[src/rtl/fetch_unit.sv]
// RV32 instruction fetch stage: owns the PC, fetches one word at a time
// and holds it for decode until the execute side retires it.
module fetch_unit #(
    parameter logic [31:0] RESET_PC  = 32'h0000_0000,
    parameter logic [31:0] NOP_INSTR = 32'h0000_0013
) (
    input  logic        clk_i,
    input  logic        rst_ni,
    output logic        imem_req_o,
    output logic [31:0] imem_addr_o,
    input  logic        imem_ready_i,
    input  logic        imem_rvalid_i,
    input  logic [31:0] imem_rdata_i,
    output logic        instr_valid_o,
    output logic [31:0] instr_o,
    output logic [6:0]  opcode_o,
    output logic [31:0] pc_o,
    output logic [31:0] pc_plus4_o,
    input  logic        instr_ack_i,
    input  logic        redirect_i,
    input  logic [31:0] redirect_target_i,
    output logic        fault_o,
    output logic [31:0] instret_o
);

    typedef enum logic [2:0] {
        BOOT,
        REQ,
        WAIT,
        HOLD,
        FAULT
    } state_e;

    state_e      state_q, state_d;
    logic [31:0] pc_q, pc_d;
    logic [31:0] instr_q, instr_d;
    logic [31:0] instret_q, instret_d;
    logic [31:0] pc_plus4;
    logic [31:0] next_pc;

    assign pc_plus4 = pc_q + 32'd4;
    assign next_pc  = redirect_i ? redirect_target_i : pc_plus4;

    always_ff @(posedge clk_i) begin
        if (!rst_ni) begin
            state_q   <= BOOT;
            pc_q      <= RESET_PC;
            instr_q   <= NOP_INSTR;
            instret_q <= 32'd0;
        end else begin
            state_q   <= state_d;
            pc_q      <= pc_d;
            instr_q   <= instr_d;
            instret_q <= instret_d;
        end
    end

    always_comb begin
        state_d   = state_q;
        pc_d      = pc_q;
        instr_d   = instr_q;
        instret_d = instret_q;
        unique case (state_q)
            BOOT: begin
                state_d = (RESET_PC[1:0] != 2'b00) ? FAULT : REQ;
            end
            REQ: begin
                if (imem_ready_i) state_d = WAIT;
            end
            WAIT: begin
                if (imem_rvalid_i) begin
                    instr_d = imem_rdata_i;
                    state_d = HOLD;
                end
            end
            HOLD: begin
                // Redirect only matters on the retiring edge.
                if (instr_ack_i) begin
                    instr_d   = NOP_INSTR;
                    instret_d = instret_q + 32'd1;
                    pc_d      = next_pc;
                    state_d   = (next_pc[1:0] == 2'b00) ? REQ : FAULT;
                end
            end
            FAULT: begin
                state_d = FAULT;
            end
            default: begin
                state_d = FAULT;
            end
        endcase
    end

    assign imem_req_o    = (state_q == REQ);
    assign imem_addr_o   = pc_q;
    assign instr_valid_o = (state_q == HOLD);
    assign instr_o       = instr_q;
    assign opcode_o      = instr_q[6:0];
    assign pc_o          = pc_q;
    assign pc_plus4_o    = pc_plus4;
    assign fault_o       = (state_q == FAULT);
    assign instret_o     = instret_q;

endmodule

[config.mk]
export PLATFORM = sky130hd
export DESIGN_NAME = fetch_unit
export DESIGN_NICKNAME = d
export VERILOG_FILES = /design/src/rtl/fetch_unit.sv
export SDC_FILE = /design/constraint.sdc
export NUM_CORES = 1
export LEC_CHECK = 0
export ABC_AREA = 1
export CAP_MARGIN = 20
export CORE_AREA = 2 2 115 117
export CTS_CLUSTER_SIZE = 25
export DETAILED_ROUTE_END_ITERATION = 8
export DIE_AREA = 0 0 117 119
export DONT_BUFFER_PORTS = 1
export SYNTH_ARGS = -nofsm -noshare
export SYNTH_HDL_FRONTEND = slang
export SYNTH_SLANG_ARGS = --single-unit
[constraint.sdc]
create_clock -name clk_i -period 1.98 [get_ports clk_i]
set_input_delay 0.495 -clock clk_i [delete_from_list [all_inputs] [get_ports clk_i]]
set_output_delay 0.495 -clock clk_i [all_outputs]
set_load 0.005 [all_outputs]
==> impl_metrics.toml, run 1 <==
[cts]
cts_tree = "done"
max-clock-path-buffers = 2
clk_latency_ns = 0.36
cts_buffers = 9
cts.clk_slew.worst_paths_ns = 0.08
cts-root-buf = "clkbuf_16"
h-tree-depth = 3
hold_buffers = 0
clock_sinks = 99

[sta]
fin_worst_skew_ns = 0.00887
tightest_slew_ns = 0.446
slew-limit-headroom_pct = 70.1
min_period_over_period_pct = 110
fin_ws_ns = -0.203
rsz0062_at_grt = "true"
setup_viol = 22
period_minus_slack_ns = 2.18
maxSlewViolCount = 0
fmaxAchievable_ghz = 0.458
hold_viol = 0

[synthesis]
synth_compound_area_share_pct = 14.4
async_flop_share_pct = 0
synthAdderAreaFrac_pct = 0.447
ys_types = 32
synth_most_common_cell = "nand2_1"
synth-simple-area-share_pct = 34.3
syn_area_um2 = 5590
yosys-top-cells-area = "dfxtp_1, nand2_1, a21oi_1"
synth_top_cell_area_share_pct = 35.4
synthMuxAreaShare_pct = 0
synth_top_family_by_area = "simple AND/OR/NAND/NOR gates"
netlist_instances = 873
synthXorXnorAreaFrac_pct = 2.97
synth_common_cells = "nand2_1, a21oi_1, nor2_1"
synth_area_leader_cell = "dfxtp_1"
syn_area_per_cell_um2 = 6.41
ys_seq_elements = 99
synthFlopType = "dfxtp_1"
syn_nets = 945
yosysWarnings = 0
synth_edf_count = 0
ys_seq_area_share_pct = 35.4

[floorplan]
die_w_um = 117
dieHeight_um = 119
dieArea_um2 = 13900
start_util_pct = 43.4
pin_count = 240
num_rows = 42
core_um2 = 12900

[critical_path]
worstSetupStartpointType = "flop"
cp_max_fo = 5
r2r.worst_path.cells = 10
crit_arrival_ns = 1.69
crit_path_top_delay_cell = "dfxtp_4"
path_cells = "ha_4 > nand2_4 > nor2_4 > nand2_4 > nor2_4 > nand2_1 > nand2_1 > and2_4"
cp-end-kind = "output pin"
r2r-start = "instret_o[0]"
rr_endpoint = "instret_o[24]"
crit_path_max_incr_delay_ns = 0.37
cp.required_ns = 1.48
criticalPathCategory = "reg -> out"
regToRegSetupSlack_ns = 0.26

[global_routing]
grt_remaining_overflow = 0
grt_pass1_wl_um = 26000
antenna_found_initial = 0
grt_use_total_pct = 23.7
grt_pass1_vias = 5258
grt_max_degree = 52

[run_status]
violations = "negative setup slack"
outcome = "finished with violations"

[worst_hold_path]
hp-class = "in -> reg"
worstHoldStart = "rst_ni"
hold_end = "instr_o[0]"
holdPathStages = 1

[routing]
dr.pass1.iters = 5
ant_nets = 0
drt_iter0_drc = 309
via_per_inst = 5.31
vias = 5594
wl_per_cell_um = 16.2
wl_um = 17100
drc = 0

[job]
max-cap-violations = 0

[place]
gp_congestion = 0.909
dpl.hpwl_um = 12400
portBuffers = 0
placed_area_um2 = 5780

[power_and_ir_drop]
ir_drop_v = 0.000331
p_per_area_nw_per_um2 = 766
p_total_w = 0.00501
leakagePower_nw = 2.42

[layout]
diodes = 0
nets = 944
stdcell_area_um2 = 6540
areaGrowthSynthToFinish_pct = 16.9
final_util_pct = 50.8
drive_gt1_share_pct = 17.7
## flip-flops by register name, indices dropped and copies added (netlist names)
name	flops
imem_addr_o	32
instr_o	32
instret_o	32
state_q	3
## what timing repair did
| item | in CTS | in global routing |
|---|---|---|
| setup buffers | 7 | 4 |
| pin swaps | 23 | 14 |
| gates resized for setup | 64 | 25 |
| gates cloned | 0 | 0 |
| endpoints found under the setup margin | 26 | 28 |
## area by class of cell
type	count	area, um^2
Fill cell	1280	6340
Clock buffer	9	225
Sequential cell	99	2000
Clock inverter	7	67.6
Timing Repair Buffer	64	528
Multi-Input combinational cell	635	3260
Tap cell	176	220
Inverter	63	236
## metal layers
layer  global-route usage, %  share of wire, %  vias up
met2                    39.4                48      216
met3                    7.18               8.4       18
met1                    28.5                42     2581
met4                    8.90               1.7        0
met5                       0                 0        -
li1                        -                 -     2779
## cells by family (layout without fill, tap and decap cells)
kind of cell,Yosys count,in the layout
compound gates,158,158
xor+xnor,19,19
fa+ha+maj,2,2
buf+inv,139,143
flops,99,99
simple gates,456,456
## critical path, delay by kind of cell, from the launching register on
kind	cells	cell delay [ns]
flip-flops	1	0.37
AND/OR/NAND/NOR	7	0.81
adder cells (fa/ha/maj)	1	0.15
## power by group
part           switching [W]  leakage, nW  internal (W)
clock               0.000873        0.148      0.000894
sequential          0.000163        0.807       0.00216
combinational       0.000588         1.47      0.000336
total                0.00162         2.42       0.00339
## placed cells by master (no fill, tap or decap), types with 4 or more instances in the layout
cell	synthesis	layout
nand2_1	245	231
nand2_4	0	4
inv_1	60	60
nor3_1	9	9
buf_4	41	56
a21oi_1	107	107
inv_8	0	4
nand2_2	2	12
dfxtp_1	99	88
nor2_2	9	10
xor2_1	14	5
xor2_2	0	6
clkbuf_16	0	9
nand4_1	9	9
nand3_1	62	60
dfxtp_2	0	8
o21ai_0	42	42
buf_6	2	6
nand3b_1	5	5
nor2_4	2	14
nor2_1	103	90
## worst max-delay path by stage
stage              startpoint              to  depth (start not counted)
6_report       imem_addr_o[2]  pc_plus4_o[22]                          8
5_1_grt        imem_addr_o[2]  pc_plus4_o[22]                          8
4_1_cts        imem_addr_o[3]  pc_plus4_o[18]                          7
3_5_place_dp   imem_addr_o[2]  pc_plus4_o[26]                          7
3_3_place_gp   imem_addr_o[2]  pc_plus4_o[26]                          7
2_1_floorplan  imem_addr_o[2]  pc_plus4_o[26]                          7
## per-stage QoR
stage	setup slack [ns]	setup TNS, ns	instances	hold WS (ns)
after detailed placement	0.0250	0	1026	0.467
final	-0.203	-2.53	1053	0.235
after global placement	0.0582	0	1026	0.455
after CTS	-0.190	-2.39	1049	0.199
after global routing	-0.268	-4.05	1053	0.217
after floorplan	0.117	0	873	0.455
No activity file was read; power rests on OpenSTA's default activity.
==> run 2: changes to the inputs <==
CAP_MARGIN = not set   (was 20)
CORE_AREA = 3 3 116 118   (was 2 2 115 117)
DIE_AREA = 0 0 119 121   (was 0 0 117 119)
==> impl_metrics.toml, run 2 (same netlist as run 1, synthesis figures left out) <==
[layout]
multi_input_area_um2 = 3330
fill_cells = 1206
final_cell_mix = "nand2_1, a21oi_1, nor2_1"
stdcell_count = 1048
drive_gt1_share_pct = 20.8
areaGrowthSynthToFinish_pct = 18.5
seq_area_um2 = 2020
layout_commonest_cell = "nand2_1"
nets = 943
diodes = 0

[floorplan]
pin_count = 240
core_um2 = 12600
dieArea_um2 = 14400
dieHeight_um = 121
die_w_um = 119
start_util_pct = 44.5
num_rows = 41

[critical_path]
criticalPathCategory = "reg -> out"
cp-end-kind = "output pin"
cp.required_ns = 1.48
crit_start = "imem_addr_o[8]"
worstSetupStartpointType = "flop"
cp_max_fo = 5
r2r-start = "state_q[2]"
crit_arrival_ns = 1.73

[global_routing]
grt_use_total_pct = 22.6
grt_pass1_vias = 5159
grt_pass1_wl_um = 26600
grt_remaining_overflow = 0
antenna_found_initial = 0
grt_max_degree = 52

[cts]
h-tree-depth = 3
clk_latency_ns = 0.35
cts-root-buf = "clkbuf_16"
clock_sinks = 99
hold_buffers = 0
cts_tree = "done"
max-clock-path-buffers = 2
cts_buffers = 9
cts.clk_slew.worst_paths_ns = 0.07

[worst_hold_path]
hp-class = "in -> reg"
worstHoldStart = "rst_ni"

[sta]
period_minus_slack_ns = 2.22
holdWs_ns = 0.237
tightest_slew_ns = 0.445
fin_worst_skew_ns = 0.0104
setup_viol = 23
slew-limit-headroom_pct = 70.2
maxSlewViolCount = 0
fmaxAchievable_ghz = 0.450
min_period_over_period_pct = 112
rsz0062_at_grt = "true"
fin_ws_ns = -0.245
hold_viol = 0

[routing]
wl_um = 17200
drc = 0
ant_nets = 0
wl_per_cell_um = 16.4
dr.pass1.iters = 5
via_per_inst = 5.33
vias = 5586
drt_iter0_drc = 327

[place]
place_inst = 1016
dpl.hpwl_um = 12400
gp_congestion = 0.890
portBuffers = 0

[job]
max-cap-violations = 0

[power_and_ir_drop]
p_per_area_nw_per_um2 = 755
leakagePower_nw = 2.51
ir_drop_v = 0.000354

[run_status]
outcome = "finished with violations"
violations = "negative setup slack"
==> run 2: cell count changes in the layout (fill, tap and decap cells not counted), moves of 4 or more <==
cell,delta
dfxtp_2,+4
nor2_1,-5
dfxtp_1,-8
nand2_4,+6
nand2_1,-9
dfxtp_4,+4
==> run 2: final timing paths <==
check / end / slack [ns] / depth (start not counted)
min: instr_o[1] / 0.24 / 1
max reg2reg: instr_o[6] / 0.17 / 9
min reg2reg: instr_o[7] / 0.48 / 2
max: pc_plus4_o[26] / -0.24 / 7
==> run 2: layout make-up <==
type | count | area share [%]
multi-input cells | 635 | 50.3
flip-flops and latches | 99 | 30.5
repair buffers | 62 | 7.74
inverters | 63 | 3.64
clock buffers | 10 | 3.60
well taps | 172 | 3.25
clock inverters | 6 | 0.849
repair inverters | 1 | 0.113
==> run 2: routing by layer <==
metal | GRT usage, % | routed length [um]
met4 | 8.40 | 365
met1 | 26.9 | 6830
met5 | 0 | 0
met2 | 38.3 | 8440
met3 | 7.13 | 1580
==> run 2: report_power, final <==
part / leakage [nW] / switching, W / internal [W]
logic: 1.56 / 0.000589 / 0.000334
clock network: 0.143 / 0.000834 / 0.000914
registers: 0.812 / 0.000174 / 0.00216
==> run 2: timing repair <==
item,4_1_cts,5_1_grt
endpoints found under the hold margin,0,0
setup endpoints to repair,24,50
pin swaps,9,32
buffers inserted,8,8
gates cloned,0,1
gates resized for setup,60,70
==> run 2: critical path, stage by stage, from the launching register on <==
cell	delay, ns
dfxtp_2	0.37
nand2_1	0.11
nor2_1	0.20
nand2_4	0.12
nor2_4	0.24
nand2_1	0.09
nand2_1	0.10
and2_4	0.14
==> run 2: stage by stage <==
step | utilization, % | power, W | setup TNS [ns] | area (um^2) | setup WS, ns
after floorplan | - | 0.00306 | 0 | 5590 | 0.117
after global placement | 45.6 | 0.00317 | 0 | 5730 | 0.0418
after detailed placement | 45.6 | 0.00320 | -0.0545 | 5730 | -0.0281
after CTS | 50.3 | 0.00498 | -1.99 | 6320 | -0.190
after global routing | 52.8 | 0.00527 | -4.18 | 6630 | -0.321
final | 52.8 | 0.00500 | -2.40 | 6630 | -0.245
==> run 3: changes to the inputs <==
CTS_BUF_LIST = sky130_fd_sc_hd__clkbuf_16   (was not set)
PLACE_DENSITY_LB_ADDON = 0.15   (was not set)
==> impl_metrics.toml, run 3 (same netlist as run 1, synthesis figures left out) <==
[layout]
fill_cells = 1209
multi_input_area_um2 = 3290
nets = 953
areaGrowthSynthToFinish_pct = 19.3
diodes = 0
drive_gt1_share_pct = 20.8
stdcell_area_um2 = 6680
seq_area_um2 = 2010
final_cell_mix = "nand2_1, a21oi_1, nor2_1"
layout_commonest_cell = "nand2_1"

[routing]
vias = 5637
drc = 0
dr.pass1.iters = 5
ant_nets = 0
wl_um = 17700
via_per_inst = 5.33
wl_per_cell_um = 16.8
drt_iter0_drc = 303

[cts]
max-clock-path-buffers = 2
h-tree-depth = 3
cts.clk_slew.worst_paths_ns = 0.07
clock_sinks = 99
cts_tree = "done"
clk_latency_ns = 0.35
cts_buffers = 9
cts-root-buf = "clkbuf_16"
hold_buffers = 0

[critical_path]
cp.required_ns = 1.48
criticalPathCategory = "reg -> out"
cp-end-kind = "output pin"
r2r.worst_path.cells = 17
worstSetupStartpointType = "flop"
cp_max_fo = 5
crit_arrival_ns = 1.67

[global_routing]
grt_pass1_wl_um = 27400
grt_use_total_pct = 23.4
met2_usage_pct = 38.9
antenna_found_initial = 0
grt_remaining_overflow = 0
grt-busiest-layer = "met2"
grt_max_degree = 52
grt_pass1_vias = 5309
met1_usage_pct = 29.0
grt_use_met3_pct = 8.07

[worst_hold_path]
hp-class = "in -> reg"
holdPathStages = 1

[floorplan]
num_rows = 41
dieHeight_um = 121
dieArea_um2 = 14400
pin_count = 240
die_w_um = 119
start_util_pct = 44.5
core_um2 = 12600

[place]
dpl.hpwl_um = 12700
portBuffers = 0
post-place-ws_ns = -0.0305
gp_congestion = 0.847
placed_area_um2 = 5750

[sta]
period_minus_slack_ns = 2.17
tightest_slew_ns = 0.451
fmaxAchievable_ghz = 0.461
rsz0062_at_grt = "true"
min_period_over_period_pct = 110
setup_viol = 25
fin_ws_ns = -0.188
maxSlewViolCount = 0
fin_worst_skew_ns = 0.00912
slew-limit-headroom_pct = 69.8
hold_viol = 0

[run_status]
outcome = "finished with violations"
violations = "negative setup slack"

[power_and_ir_drop]
ir_drop_v = 0.000370
leakagePower_nw = 2.48
p_per_area_nw_per_um2 = 765

[job]
max-cap-violations = 0
-- run 3: cell types whose count changed in the layout (fill, tap and decap cells not counted), moves of 2 or more --
cell     delta
buf_6       +6
xnor2_2     -2
nor2_2      -2
dfxtp_4     -3
dfxtp_1     +3
nor2_1      +2
nand2_4     -5
buf_4       +5
nand2_2     +4
-- run 3: layout make-up --
type,count,area share [%]
Timing Repair Buffer,72,8.96
Tap cell,172,3.22
Multi-Input combinational cell,635,49.3
Sequential cell,99,30.1
Clock buffer,9,3.37
Clock inverter,7,1.26
Timing Repair inverter,1,0.112
Inverter,63,3.64
-- run 3: critical path, stage by stage, from the launching register on --
cell and delay (ns):
dfxtp_4 0.37, ha_4 0.15, nand2_4 0.05, nor2_4 0.11, nand2_4 0.09, nor2_4 0.23
nand3_2 0.14, and2_4 0.17
-- run 3: through the flow --
step / setup TNS (ns) / instances / utilization (%) / total power (W) / hold WS [ns]
2_1_floorplan: 0 / 873 / - / 0.00306 / 0.455
3_3_place_gp: 0 / 1022 / 45.7 / 0.00319 / 0.471
3_5_place_dp: -0.0508 / 1022 / 45.7 / 0.00321 / 0.477
4_1_cts: -2.40 / 1051 / 51.4 / 0.00510 / 0.202
5_1_grt: -5.44 / 1058 / 53.1 / 0.00536 / 0.201
6_report: -3.35 / 1058 / 53.1 / 0.00511 / 0.217
-- run 3: worst paths after layout --
kind                  startpoint               to  slack, ns
setup / recovery  imem_addr_o[2]   pc_plus4_o[22]      -0.19
hold / removal            rst_ni       instr_o[1]       0.22
setup reg to reg  imem_addr_o[2]  imem_addr_o[22]      -0.13
hold reg to reg       instr_o[9]       instr_o[9]       0.48
-- run 3: power by group --
group,internal [W],leakage (nW),switching (W)
Clock,0.00100,0.154,0.000823
Combinational,0.000349,1.52,0.000604
Sequential,0.00216,0.810,0.000172
Total,0.00351,2.48,0.00160
-- run 3: timing repair --
action	in CTS	in global routing
setup endpoints to repair	25	52
cloned	0	1
resized for setup	74	48
buffers inserted	13	7
pin swaps	19	21
-- run 3: per-layer routing --
metal / vias up / share of wire (%)
met5: - / 0
li1: 2787 / -
met2: 215 / 48
met3: 26 / 7.9
met1: 2609 / 42
met4: 0 / 1.8
